**src/rtl/leg_mux16_rr_arbiter_if.sv**
```systemverilog
// Request/grant bundle between the 16 requesters and the round-robin arbiter
// that owns the 16-to-1 data mux select.
interface leg_mux16_rr_arbiter_if;
    logic [15:0] req;
    logic        sel_en;
    logic [3:0]  sel_addr;
    logic [15:0] grant;
    logic [3:0]  hold_cnt;

    modport master (
        input  req,
        output sel_en,
        output sel_addr,
        output grant,
        output hold_cnt
    );

    modport slave (
        output req,
        input  sel_en,
        input  sel_addr,
        input  grant,
        input  hold_cnt
    );
endinterface

```
**src/rtl/leg_mux16_rr_arbiter.sv**
```systemverilog
// Round-robin arbiter driving the enable and address of a 16-to-1 8-bit mux.
// Rotating priority pointer plus a bounded hold time keeps the sharing fair.
module leg_mux16_rr_arbiter #(
    parameter int    UUID     = 0,
    parameter string NAME     = "",
    parameter int    MAX_HOLD = 4
) (
    input  logic                   clk,
    input  logic                   rst,
    leg_mux16_rr_arbiter_if.master bus
);

    if (UUID < 0 || MAX_HOLD < 1 || MAX_HOLD > 15) begin : g_bad_param
        $error("leg_mux16_rr_arbiter: MAX_HOLD must be 1..15 and UUID non-negative");
    end

    localparam logic [3:0] MAX_HOLD_C = 4'(MAX_HOLD);

    typedef enum logic {IDLE, GRANT} state_t;

    state_t      state_q, state_d;
    logic [3:0]  owner_q, owner_d;
    logic [3:0]  ptr_q, ptr_d;
    logic [3:0]  hold_q, hold_d;
    logic [15:0] grant_q, grant_d;
    logic        sel_en_q, sel_en_d;
    logic [15:0] others;
    logic [4:0]  win_idle;
    logic [4:0]  win_next;

    // Returns {found, index} of the first set bit scanning start, start+1, ... mod 16.
    // Scanning downwards lets the lowest offset overwrite earlier hits.
    function automatic logic [4:0] find_first(input logic [15:0] r, input logic [3:0] start);
        logic [4:0] res;
        logic [3:0] idx;
        res = '0;
        for (int k = 15; k >= 0; k--) begin
            idx = start + 4'(k);
            if (r[idx]) begin
                res = {1'b1, idx};
            end
        end
        return res;
    endfunction

    always_comb begin
        state_d  = state_q;
        owner_d  = owner_q;
        ptr_d    = ptr_q;
        hold_d   = hold_q;
        others   = bus.req & ~(16'b1 << owner_q);
        win_idle = find_first(bus.req, ptr_q);
        win_next = find_first(others, owner_q + 4'd1);

        case (state_q)
            IDLE: begin
                if (win_idle[4]) begin
                    state_d = GRANT;
                    owner_d = win_idle[3:0];
                    hold_d  = 4'd1;
                end
            end
            GRANT: begin
                if (!bus.req[owner_q]) begin
                    ptr_d = owner_q + 4'd1;
                    if (win_next[4]) begin
                        owner_d = win_next[3:0];
                        hold_d  = 4'd1;
                    end else begin
                        state_d = IDLE;
                        hold_d  = 4'd0;
                    end
                end else if (hold_q == MAX_HOLD_C) begin
                    // Saturated owner keeps the mux only while nobody else waits.
                    if (win_next[4]) begin
                        ptr_d   = owner_q + 4'd1;
                        owner_d = win_next[3:0];
                        hold_d  = 4'd1;
                    end
                end else begin
                    hold_d = hold_q + 4'd1;
                end
            end
            default: state_d = IDLE;
        endcase

        sel_en_d = (state_d == GRANT);
        grant_d  = (state_d == GRANT) ? (16'b1 << owner_d) : 16'b0;
    end

    always_ff @(posedge clk or negedge rst) begin
        if (!rst) begin
            state_q  <= IDLE;
            owner_q  <= '0;
            ptr_q    <= '0;
            hold_q   <= '0;
            grant_q  <= '0;
            sel_en_q <= 1'b0;
        end else begin
            state_q  <= state_d;
            owner_q  <= owner_d;
            ptr_q    <= ptr_d;
            hold_q   <= hold_d;
            grant_q  <= grant_d;
            sel_en_q <= sel_en_d;
        end
    end

    assign bus.sel_en   = sel_en_q;
    assign bus.sel_addr = owner_q;
    assign bus.grant    = grant_q;
    assign bus.hold_cnt = hold_q;

endmodule

```
**src/flat_wrapper.sv**
```systemverilog
// flat-port wrapper written by rule: the top's interface ports become plain ports
module leg_mux16_rr_arbiter_flat 
#(
    parameter int    UUID     = 0,
    parameter string NAME     = "",
    parameter int    MAX_HOLD = 4
)
  (clk, rst, bus_req, bus_sel_en, bus_sel_addr, bus_grant, bus_hold_cnt);
  leg_mux16_rr_arbiter_if bus_i ();
  input  logic clk;
  input  logic rst;
  input wire logic [$bits(bus_i.req)-1:0] bus_req;
  output wire logic [$bits(bus_i.sel_en)-1:0] bus_sel_en;
  output wire logic [$bits(bus_i.sel_addr)-1:0] bus_sel_addr;
  output wire logic [$bits(bus_i.grant)-1:0] bus_grant;
  output wire logic [$bits(bus_i.hold_cnt)-1:0] bus_hold_cnt;
  assign bus_i.req = bus_req;
  assign bus_sel_en = bus_i.sel_en;
  assign bus_sel_addr = bus_i.sel_addr;
  assign bus_grant = bus_i.grant;
  assign bus_hold_cnt = bus_i.hold_cnt;
  leg_mux16_rr_arbiter #(.UUID(UUID), .NAME(NAME), .MAX_HOLD(MAX_HOLD)) u_core (.clk(clk), .rst(rst), .bus(bus_i));
endmodule
```
**config.mk**
```make
export PLATFORM = sky130hd
export DESIGN_NAME = leg_mux16_rr_arbiter_flat
export DESIGN_NICKNAME = d
export VERILOG_FILES = /design/src/rtl/leg_mux16_rr_arbiter_if.sv /design/src/rtl/leg_mux16_rr_arbiter.sv /design/src/flat_wrapper.sv
export SDC_FILE = /design/constraint.sdc
export NUM_CORES = 1
export LEC_CHECK = 0
export ABC_AREA = 1
export CORE_MARGIN = 4
export CORE_UTILIZATION = 65
export CTS_CLUSTER_SIZE = 24
export DETAILED_ROUTE_END_ITERATION = 10
export PLACE_DENSITY_LB_ADDON = 0.3
export SLEW_MARGIN = 20
export SYNTH_ARGS = -nofsm -noshare
export SYNTH_HDL_FRONTEND = slang
export SYNTH_SLANG_ARGS = --single-unit
```
**constraint.sdc**
```tcl
create_clock -name clk -period 8.85 [get_ports clk]
set_input_delay 1.3275 -clock clk [delete_from_list [all_inputs] [get_ports clk]]
set_output_delay 1.3275 -clock clk [all_outputs]
set_load 0.05 [all_outputs]
```
# Yosys cells after proc, flatten, opt, wreduce, memory -nomap -nowiden
# Cells that the tools add are included.
[word_totals]
output_inout_bits = 25
ram_bits = 0
elab_cells = 199
inputBits = 18
regBits = 29
mem_count = 0
latchBits = 0
mem_bits_ro = 0
[op_classes]
eq_ne = 5
magnitude_cmp = 33
n_reduce_logical = 2
n_shift = 2
multipliers = 0
n_bitwise = 3
div_mod_pow = 0
add_sub_neg = 32
mux = 117
[ops]
columns = ["op", "n"]
rows = [
  ["$lt A4 B5 Y1 const B", 33],
  ["$mux W5", 32],
  ["$bmux W1 S4", 33],
  ["$add A4 B4 Y4 const B", 16],
  ["$mux W4", 11],
  ["$mux W1", 37],
  ["$add A4 B3 Y4 const B", 8],
  ["$shl A1 B4 Y16 const A", 2],
  ["$add A4 B1 Y4 const B", 4],
  ["$add A4 B2 Y4 const B", 4],
  ["$and A16 B16 Y16", 1],
  ["$mux W16", 1],
  ["$not A16 Y16", 1],
  ["$pmux W4 S2", 2],
  ["$eq A4 B3 Y1 const B", 1],
  ["$ne A2 B1 Y1 const B", 2],
  ["$ne A4 B4 Y1 const B", 1],
  ["$reduce_and A3 Y1", 1],
  ["$ne A2 B2 Y1 const B", 1],
  ["$pmux W1 S2", 1],
  ["$reduce_and A2 Y1", 1],
  ["$not A1 Y1", 1],
]

# Longest topological paths before layout
[depth]
ltp_word = 27
mapped_depth = 37
depth_no_buf = 34

# Worst setup path before layout
# No wires, ideal clock.
[synth_timing]
path_kind = "register to register"
from = "reg u_core.owner_q[1], in the netlist u_core.bus.sel_addr[1]"
to = "reg u_core.grant_q[10], in the netlist u_core.bus.grant[10]"
path_buffers = 4
stages_incl_launch_ff = 36
period_less_slack_ns = 3.961
t_required_ns = 8.729
t_arrival_ns = 3.840
setup_time_ns = 0.121
setup_slack_ns = 4.889
cell_sequence = "dfrtp_1 -> clkbuf_1 -> inv_1 -> ha_1 -> buf_2 -> inv_2 -> buf_2 -> ha_1 -> clkbuf_1 -> inv_2 -> nand2_1 -> nand3_1 -> nand2_2 -> inv_2 -> nand2_1 -> nand3_1 -> nand2_1 -> nand2_1 -> nand2_1 -> nand2_1 -> nand2_1 -> nand2_1 -> nand2_1 -> nand2_1 -> nand2_1 -> nand2_1 -> nand2_1 -> nand2_1 -> nand2_1 -> nand2_1 -> nand2_1 -> nand2_1 -> nand2_2 -> nand2_2 -> nand2_1 -> nor2_1"
[synth_via]
elab_chain_cells = 27
word_cells_on_any_way = 79
classes_between = "add/sub: 16; shift: 2; mux: 59; bitwise: 2"
[synth_rtl]
columns = ["element", "line", "source"]
rows = [
  ["start: declaration", "leg_mux16_rr_arbiter.sv:22", "logic [3:0] owner_q, owner_d;"],
  ["start signal: assignment", "leg_mux16_rr_arbiter.sv:101", "owner_q <= owner_d;"],
  ["parallel branches: the longest is 26 deep, another holds $add A4 B1 Y4", "n/a", ""],
  ["$mux W16 *", "leg_mux16_rr_arbiter.sv:88", "grant_d = (state_d == GRANT) ? (16'b1 << owner_d) : 16'b0;"],
  ["named net u_core.grant_d[10]", "leg_mux16_rr_arbiter.sv:25", "logic [15:0] grant_q, grant_d;"],
  ["end signal: assignment", "leg_mux16_rr_arbiter.sv:104", "grant_q <= grant_d;"],
  ["end: declaration", "leg_mux16_rr_arbiter.sv:25", ""],
]
# Mark *: on every way through the listed nets, which the timed path passes. The select of a mux whose other input is x is not followed.
# A chain may end at the register's enable or synchronous reset.

# Final worst setup path
[layout_timing]
from = "reg u_core.owner_q[0], in the netlist u_core.bus.sel_addr[0]"
to = "reg u_core.grant_q[10], in the netlist u_core.bus.grant[10]"
[layout_via]
elab_chain_cells = 27
word_cells_on_any_way = 79
classes_between = "add/sub: 16; shift: 2; mux: 59; bitwise: 2"
[layout_rtl]
columns = ["element", "line", "source"]
rows = [
  ["parallel branches: the longest is 24 deep, another holds $add A4 B1 Y4", "n/a", ""],
  ["$pmux W4 S2 *", "leg_mux16_rr_arbiter.sv:55", "case (state_q)"],
  ["named net u_core.owner_d[0]", "leg_mux16_rr_arbiter.sv:22", ""],
  ["$shl A1 B4 Y16 *", "leg_mux16_rr_arbiter.sv:88", ""],
  ["$mux W16 *", "leg_mux16_rr_arbiter.sv:88", ""],
  ["named net u_core.grant_d[10]", "leg_mux16_rr_arbiter.sv:25", ""],
]
# Marked as above.

==> key figures <==
Routing
  • Remaining antenna violation count: 0
  • Via/cell ratio: around 6
  • Final wirelength: about 17000 um
  • Initial DRC Count: around 640
  • DR WL/cell: 15.07 um
  • DRC violations left: 0
  • DR vias: around 6600
  • Drt pass-1 iters: 7

STA
  • Fin worst setup slack: around 4.2 ns
  • Actual slew at the worst max-slew pin: 0.9231 ns
  • Final hold vios: 0
  • Final Setup Violations: 0
  • Slew Limit Fails: 0
  • Final min period: roughly 4.7 ns
  • Share of the clock period used by the worst path: 0.5279
  • RSZ-0062 raised after global routing: no
  • Clk_skew: 0.006157 ns
  • Fin Setup TNS: 0 ns
  • Slew headroom: 0.3846
  • Fmax: between 0.2 and 0.25 GHz

Placed design
  • Number of port buffers: 42
  • GP Congestion: around 1.1
  • Place WS: around 4.4 ns
  • Post-DP HPWL: ~13000 um

Critical path
  • WP data arrival: between 4 and 5 ns
  • Critical path peak fanout: 43
  • Worst r2r src: u_core.bus.sel_addr[0]
  • Cells on worst reg2reg path: 32
  • Worst Path Required: around 9.1 ns
  • Max incr delay on CP: 0.73 ns
  • FF-to-FF setup slack: ~4.2 ns
  • RR Endpoint: u_core.bus.grant[10]
  • CP Class: reg2reg
  • Slowest cell on crit path: ha_1
  • CP Capture Type: flop
  • Top cell by count, worst path: nand2_1
  • Startpoint types: flop

Finish
  • Area Overhead vs Synth: 9.357%
  • Layout cells sized above 1: 0.07356
  • Layout fillers: between 700 and 800
  • Layout Nets: 1044
  • ANT cells: 0

Clocking
  • Total CTS buffers: 5
  • Clk_lat worst skew: approximately 0.28 ns
  • Post-cts resize count: 0
  • Sink Count: 29
  • Reg clk slew, reported paths: around 0.060 ns
  • CTS tree: done
  • Clk root buf: clkbuf_8
  • Htree depth: 2
  • Deepest clock path buffer count: 2
  • # Post-CTS Setup Buffers: 0
  • CTS hold repair buffers: 0

Global route
  • Global-route usage over all layers: 0.3382
  • Vias in the first global route: slightly below 6000
  • Largest net degree at the start of global routing: between 40 and 50
  • First-pass GRT wire length: between 20000 and 30000 um
  • Total gr overflow: 0
  • Initial antenna violation count: 0

Floorplan
  • CORE AREA: about 7800 um2
  • Die X: ~98 um
  • Die Y: around 98 um
  • Initial Util: 0.6731
  • I/O pin total: 43
  • Total die area: approximately 9600 um2
  • Row count: 32

Synthesis
  • YS warnings: 0
  • Unique masters post-synth: 46
  • Syn Nets: a little over 1000
  • Syn Inst Count: about 980
  • Post-synth ARST share: 1.000
  • Area contributors post-synth: nand2_1 (29%), nand3_1 (15%), dfrtp_1 (14%)
  • Register area share after synthesis: 0.1381
  • Syn_area_per_cell: 5.346 um2
  • Share of the synthesized area in the top cell type: 0.2929
  • Synthesized cell area: approximately 5300 um2
  • Ys flop type: dfrtp_1
  • Post-synth EDFFs: 0
  • Post-synth top area cell: nand2_1
  • Register bit total from synthesis: 29

Run
  • Max cap viols: 0

Run status
  • Status: complete, no violations

Hold path
  • Worst Hold Depth: 2
  • Hold path startpoint: u_core.bus.hold_cnt[3]
  • Min-delay worst type: reg2reg
  • Hold Path End: u_core.bus.hold_cnt[3]
-- routing by layer --
metal / track usage / share of wire
met5: 0 / 0
met4: 0.1054 / 0.025
met3: 0.07000 / 0.13
met2: 0.5209 / 0.43
met1: 0.4755 / 0.41
-- cell families (layout without fill, tap and decap cells) --
logic type | after synthesis | after routing | share of synthesized area
AOI/OAI and AO/OA | 93 | 93 | 0.1019
xor gates and xnor gates | 16 | 16 | 0.03452
adders and majority gates | 20 | 20 | 0.04762
buffers and inverters | 154 | 177 | 0.1255
DFF | 29 | 29 | 0.1381
and+or+nand+nor | 671 | 671 | 0.5524
-- critical path, delay by kind of cell (launching register included) --
kind	cells	cell delay, ns
buf+inv	4	0.94
simple gates	27	2.60
fa+ha+maj	1	0.73
flops	1	0.32
-- final cells by class --
type	instances	area (um2)	share of cell area
Multi-Input combinational cell	800	3870	0.6734
Sequential cell	29	725.7	0.1263
Inverter	125	476.7	0.08295
Timing Repair Buffer	45	442.9	0.07707
Tap cell	102	127.6	0.02221
Clock buffer	5	68.82	0.01197
Clock inverter	2	35.03	0.006096
-- layout by cell type (no fill, tap or decap), types with 9 or more instances in the layout --
master / instances
a21oi_1: 61
clkdlybuf4s50_1: 42
dfrtp_1: 29
ha_1: 20
inv_1: 104
inv_2: 17
nand2_1: 410
nand2_2: 17
nand3_1: 161
nor2_1: 56
o21ai_0: 9
-- Yosys cell counts (2+ instances only) --
master    number
a21oi_1       61
a21oi_2        3
a31oi_1        2
buf_2         11
buf_4         12
buf_6          2
clkbuf_1       3
clkinv_1       2
dfrtp_1       29
ha_1          20
inv_1        104
inv_2         17
nand2_1      410
nand2_2       17
nand2_4        4
nand3_1      161
nand3_2        7
nand4_1        3
nor2_1        56
nor2_2         5
nor4_2         2
o211ai_1       2
o21a_1         2
o21ai_0        9
o21ai_1        3
o221ai_1       2
o22ai_1        2
o32ai_1        2
o41ai_1        2
xnor2_1        4
xor2_1         8
xor2_2         2
-- worst max path at each step --
stage,from,end,slack (ns),cells past startpoint
after floorplan,u_core.bus.sel_addr[1],u_core.bus.grant[10],4.89,35
after global placement,u_core.bus.sel_addr[0],u_core.bus.grant[1],4.40,24
after detailed placement,u_core.bus.sel_addr[0],u_core.bus.grant[5],4.35,24
after CTS,u_core.bus.sel_addr[0],u_core.bus.grant[13],4.31,24
after global routing,u_core.bus.sel_addr[1],u_core.bus.grant[14],3.73,31
final,u_core.bus.sel_addr[0],u_core.bus.grant[10],4.18,32
-- per-stage QoR --
step | std cells | hold slack (ns) | instance area, um2 | utilization
4_1_cts | 1108 | 0.6062 | 5747 | 0.7361
5_1_grt | 1108 | 0.6482 | 5747 | 0.7361
6_report | 1108 | 0.6103 | 5747 | 0.7361
3_5_place_dp | 1101 | 0.5384 | 5643 | 0.7228
2_1_floorplan | 983 | 0.7429 | 5255 | -
3_3_place_gp | 1101 | 0.5374 | 5643 | 0.7228
-- registers in the layout, summed over array words and instances (netlist names) --
name	count
u_core.bus.hold_cnt	4
u_core.bus.grant	16
u_core.state_q	1
u_core.bus.sel_addr	4
u_core.ptr_q	4
Power is not shown: default switching activity piles up to over one toggle a cycle in this logic, so the estimate is an artifact.
